`src/rtl/mux4_scan_ctrl.sv`:
```
// Channel scanner around a 4:1 mux: steps sel over the enabled channels,
// waits a settle time on each, samples y_in and reports a 4-bit result word.
module mux4_scan_ctrl #(
  parameter int SETTLE_CYCLES = 2,
  parameter int CNT_W         = 4
) (
  input  logic       clk,
  input  logic       rst,
  input  logic       start,
  input  logic [3:0] chan_mask,
  input  logic       y_in,
  output logic [1:0] sel,
  output logic [3:0] sample,
  output logic       valid,
  output logic       busy
);

  typedef enum logic [1:0] {
    IDLE,
    SETTLE,
    DONE
  } state_t;

  localparam logic [CNT_W-1:0] CNT_INIT = CNT_W'(SETTLE_CYCLES);

  state_t           state;
  logic [3:0]       mask;
  logic [3:0]       shadow;
  logic [CNT_W-1:0] cnt;

  logic [1:0] first_idx;
  logic [1:0] next_idx;
  logic       has_next;

  // lowest enabled channel of the incoming mask (0 when mask is empty)
  always_comb begin
    first_idx = '0;
    for (int k = 3; k >= 0; k--) begin
      if (chan_mask[k]) first_idx = 2'(k);
    end
  end

  // next enabled channel strictly above the current sel
  always_comb begin
    next_idx = sel;
    has_next = 1'b0;
    for (int k = 3; k >= 0; k--) begin
      if (mask[k] && (k > int'(sel))) begin
        next_idx = 2'(k);
        has_next = 1'b1;
      end
    end
  end

  always_ff @(posedge clk or posedge rst) begin
    if (rst) begin
      state  <= IDLE;
      sel    <= '0;
      sample <= '0;
      valid  <= 1'b0;
      busy   <= 1'b0;
      mask   <= '0;
      shadow <= '0;
      cnt    <= '0;
    end else begin
      valid <= 1'b0;
      case (state)
        IDLE: begin
          if (start) begin
            mask   <= chan_mask;
            shadow <= '0;
            busy   <= 1'b1;
            sel    <= first_idx;
            cnt    <= CNT_INIT;
            state  <= (chan_mask != 4'b0) ? SETTLE : DONE;
          end
        end
        SETTLE: begin
          if (cnt != '0) begin
            cnt <= cnt - 1'b1;
          end else begin
            shadow[sel] <= y_in;
            if (has_next) begin
              sel <= next_idx;
              cnt <= CNT_INIT;
            end else begin
              state <= DONE;
            end
          end
        end
        DONE: begin
          sample <= shadow;
          valid  <= 1'b1;
          busy   <= 1'b0;
          state  <= IDLE;
        end
        default: state <= IDLE;
      endcase
    end
  end

endmodule

```
`config.mk`:
```
export PLATFORM = sky130hd
export DESIGN_NAME = mux4_scan_ctrl
export DESIGN_NICKNAME = d
export VERILOG_FILES = /design/src/rtl/mux4_scan_ctrl.sv
export SDC_FILE = /design/constraint.sdc
export NUM_CORES = 1
export LEC_CHECK = 0
export CAP_MARGIN = 10
export CORE_MARGIN = 8
export CORE_UTILIZATION = 50
export DETAILED_ROUTE_END_ITERATION = 12
export DONT_BUFFER_PORTS = 1
export HOLD_SLACK_MARGIN = 0.15
export SYNTH_ARGS = -nofsm -noshare
export SYNTH_HDL_FRONTEND = slang
export SYNTH_SLANG_ARGS = --single-unit
```
`constraint.sdc`:
```
create_clock -name clk -period 2.5 [get_ports clk]
set_input_delay 0.375 -clock clk [delete_from_list [all_inputs] [get_ports clk]]
set_output_delay 0.375 -clock clk [all_outputs]
set_load 0.01 [all_outputs]
```
==> reports/summary.json <==
{
  "detailed_routing": {
    "detailedRoute.firstIterationViolations": 12,
    "detail_route.wirelength_um": 2080,
    "detail_route.drc_violations": 0,
    "postRouteAntennaNets": 0,
    "wire_per_inst_um": 15.9,
    "routed-via-count": 742,
    "vias_per_cell": 5.66,
    "drt-pass1-iter-count": 4
  },
  "critical_path": {
    "worst_path_cell_chain": "inv_1 > ha_1 > nor3b_2 > o211ai_1 > o21ai_1 > mux2_2",
    "timing.critical_path.slowest_cell_delay_ns": 0.42,
    "crit_path_max_fo": 5,
    "critical_path.n_buffers_inverters": 1,
    "critical_path.endpoint_type": "flop",
    "arrival_ns": 1.99,
    "cell_with_the_largest_stage_delay_on_the_worst_path": "sky130_fd_sc_hd__dfrtp_1",
    "timing.reg2reg.worst_path_depth": 6,
    "crit_family": "flip-flops",
    "worst-endpoint-required_ns": 2.70,
    "critical_path_depth": 6,
    "timing.critical_path.from_type": "flop",
    "criticalPathCategory": "flop to flop"
  },
  "timing": {
    "period_minus_slack_ns": 1.79,
    "slew_headroom_pct": 48.7,
    "finalSetupViolations": 0,
    "drv_slew": 0,
    "fin_worst_skew_ns": 0.00500,
    "layout_worst_path_cycle_share_pct": 71.6,
    "worstMarginPinSlew_ns": 0.768,
    "setup_repair_after_global_routing_missed_its_margin": "false",
    "clock.fmax_mhz": 559,
    "final.setup.tns_ns": 0,
    "timing_hold_violations_final": 0
  },
  "clocking": {
    "cts.path.max_buffers": 2,
    "source_to_sink_clock_delay_at_the_later_pin_of_the_worst_skew_pair_ns": 0.30,
    "count_of_cells_resized_by_post_cts_repair": 0,
    "cts_setup_buffers": 0,
    "cts-buffers-inserted": 3,
    "worst_setup_hold_path_clk_slew_ns": 0.12,
    "cts_hold_buf": 1,
    "htree_num_levels": 1,
    "cts_tree": "done",
    "clkSinkCount": 21,
    "root_buffer": "sky130_fd_sc_hd__clkbuf_4"
  },
  "placement": {
    "placedInstanceArea_mm2": 0.00111,
    "gp_congestion": 0.806,
    "place_inst": 126,
    "post-dp-hpwl_um": 1580,
    "io_port_bufs": 0
  },
  "global_routing": {
    "grt_pass1_wl_um": 3590,
    "vias_in_the_first_global_route": 771,
    "grt_remaining_overflow": 0,
    "antenna_violations_before_repair": 0,
    "grt_util_all_layers_pct": 11.1,
    "grt_max_degree": 22
  },
  "die": {
    "initial_core_util_pct": 51.3,
    "core.rowCount": 17,
    "core-area_mm2": 0.00215,
    "ios": 16,
    "die_h_um": 63.0,
    "fp.dieArea_mm2": 0.00396,
    "die_width_um": 63.0
  },
  "pwr": {
    "power.ir.vdd_worst_mv": 0.603,
    "power_dens_cells_mw_per_mm2": 1200,
    "static-leakage-power_uw": 0.000526,
    "p_total_uw": 1380
  },
  "cells_and_area": {
    "n_antenna_cell": 0,
    "fin_nets": 114,
    "post_route_cells_drive_above_1_share_pct": 19.4,
    "post-route-cell-area_mm2": 0.00115,
    "layout.cells.non_filler": 131,
    "syn2layout_area_growth_pct": 4.54
  },
  "worst_hold_path": {
    "hold_path_cells": 1,
    "worstHoldPathType": "primary input to flop"
  },
  "logic_synthesis": {
    "synth.distinct_cells": 38,
    "synthesis.nets": 111,
    "synth_warnings": 0,
    "ys_ff_latch": 21,
    "synth.yosys.seq_area_share_pct": 47.7,
    "avgSynthCellArea_um2": 10.9,
    "postSynthCellCount": 101,
    "post_synth_instance_area_mm2": 0.00110
  },
  "status": {
    "outcome": "completed"
  },
  "flow_run": {
    "maxCapViolCount": 0
  }
}
[cells in the mapped netlist (all sizes together)]
cell type / n / share of area [%]
a21o: 4 / 2.7
a21oi: 6 / 2.7
a311oi: 1 / 0.79
a32oi: 1 / 0.79
and2: 1 / 0.57
and3: 2 / 1.1
and4: 1 / 0.79
buf: 2 / 1.7
clkbuf: 1 / 0.34
dfrtp: 21 / 48
ha: 2 / 2.3
inv: 6 / 2.0
mux2: 9 / 9.5
nand2: 6 / 2.0
nand2b: 4 / 3.0
nand4: 1 / 0.57
nor2: 7 / 2.4
nor2b: 3 / 1.9
nor3: 3 / 1.4
nor3b: 2 / 2.8
nor4: 2 / 1.7
o211ai: 1 / 0.68
o21a: 2 / 2.0
o21ai: 5 / 2.3
o21ba: 1 / 0.91
o21bai: 2 / 1.4
o31a: 1 / 0.79
o31ai: 2 / 1.4
o32a: 1 / 0.91
xor2: 1 / 0.79
[kinds of logic (layout without fill, tap and decap cells)]
kind of cell	Yosys count	in the layout	share of synthesized area, %
AOI/OAI and AO/OA	27	27	17.4
DFF	21	21	47.7
xor gates and xnor gates	1	1	0.795
and+or+nand+nor	32	32	18.3
muxes	9	9	9.53
buffers and inverters	9	11	4.09
adders and majority gates	2	2	2.27
[layout make-up]
type,instances,area (um2)
clock buffer,3,22.5
clock inverter,1,5.00
fill,203,996
inverter,6,22.5
multi-input combinational,71,532
sequential,21,526
tap,28,35.0
timing repair buffer,1,10.0
[routing by layer]
| layer | GRT usage [%] | vias to the layer above | wire length, um |
|---|---|---|---|
| li1 | - | 368 | - |
| met4 | 5.13 | 0 | 27 |
| met3 | 4.66 | 4 | 151 |
| met2 | 16.5 | 14 | 927 |
| met5 | 0 | - | 0 |
| met1 | 13.6 | 356 | 975 |
[cells in the final DEF (no fill, tap or decap), types with 2 or more instances in the layout]
cell,synthesis,routed
sky130_fd_sc_hd__dfrtp_1,21,21
sky130_fd_sc_hd__mux2_2,8,8
sky130_fd_sc_hd__nor2_1,7,7
sky130_fd_sc_hd__a21oi_1,6,6
sky130_fd_sc_hd__nand2_1,6,6
sky130_fd_sc_hd__inv_1,6,6
sky130_fd_sc_hd__a21o_1,4,4
sky130_fd_sc_hd__o21ai_0,4,4
sky130_fd_sc_hd__nand2b_1,3,3
sky130_fd_sc_hd__nor3_1,3,3
sky130_fd_sc_hd__clkbuf_4,0,3
sky130_fd_sc_hd__nor2b_1,2,2
sky130_fd_sc_hd__o21bai_1,2,2
sky130_fd_sc_hd__and3_1,2,2
sky130_fd_sc_hd__o31ai_1,2,2
sky130_fd_sc_hd__ha_1,2,2
[worst paths after layout]
kind	start	end	slack [ns]
max	cnt[0]	cnt[1]	0.71
min	start	state[0]	0.19
max reg2reg	cnt[0]	cnt[1]	0.71
min reg2reg	shadow[3]	sample[3]	0.51
max in group asynchronous	rst	cnt[2]	1.38
min in group asynchronous	rst	sample[1]	0.64
[power breakdown]
part	leakage [uW]	internal, uW	switching, uW
Clock	0.0000177	59.7	102
Combinational	0.000254	283	272
Sequential	0.000255	477	189
[through the flow]
| step | worst slack (ns) | hold slack [ns] | util, % |
|---|---|---|---|
| after floorplan | 0.891 | 0.352 | - |
| after global placement | 0.817 | 0.446 | 51.9 |
| after detailed placement | 0.750 | 0.448 | 51.9 |
| after CTS | 0.719 | 0.178 | 53.6 |
| after global routing | 0.571 | 0.173 | 53.6 |
| final | 0.709 | 0.191 | 53.6 |
[state kept, by name, indices dropped and copies added (netlist names)]
signal and cells:
state 2, cnt 4, valid 1, mask 3, busy 1, sample 4, sel 2, shadow 4
Note: power is estimated with default switching activity, not from simulation.
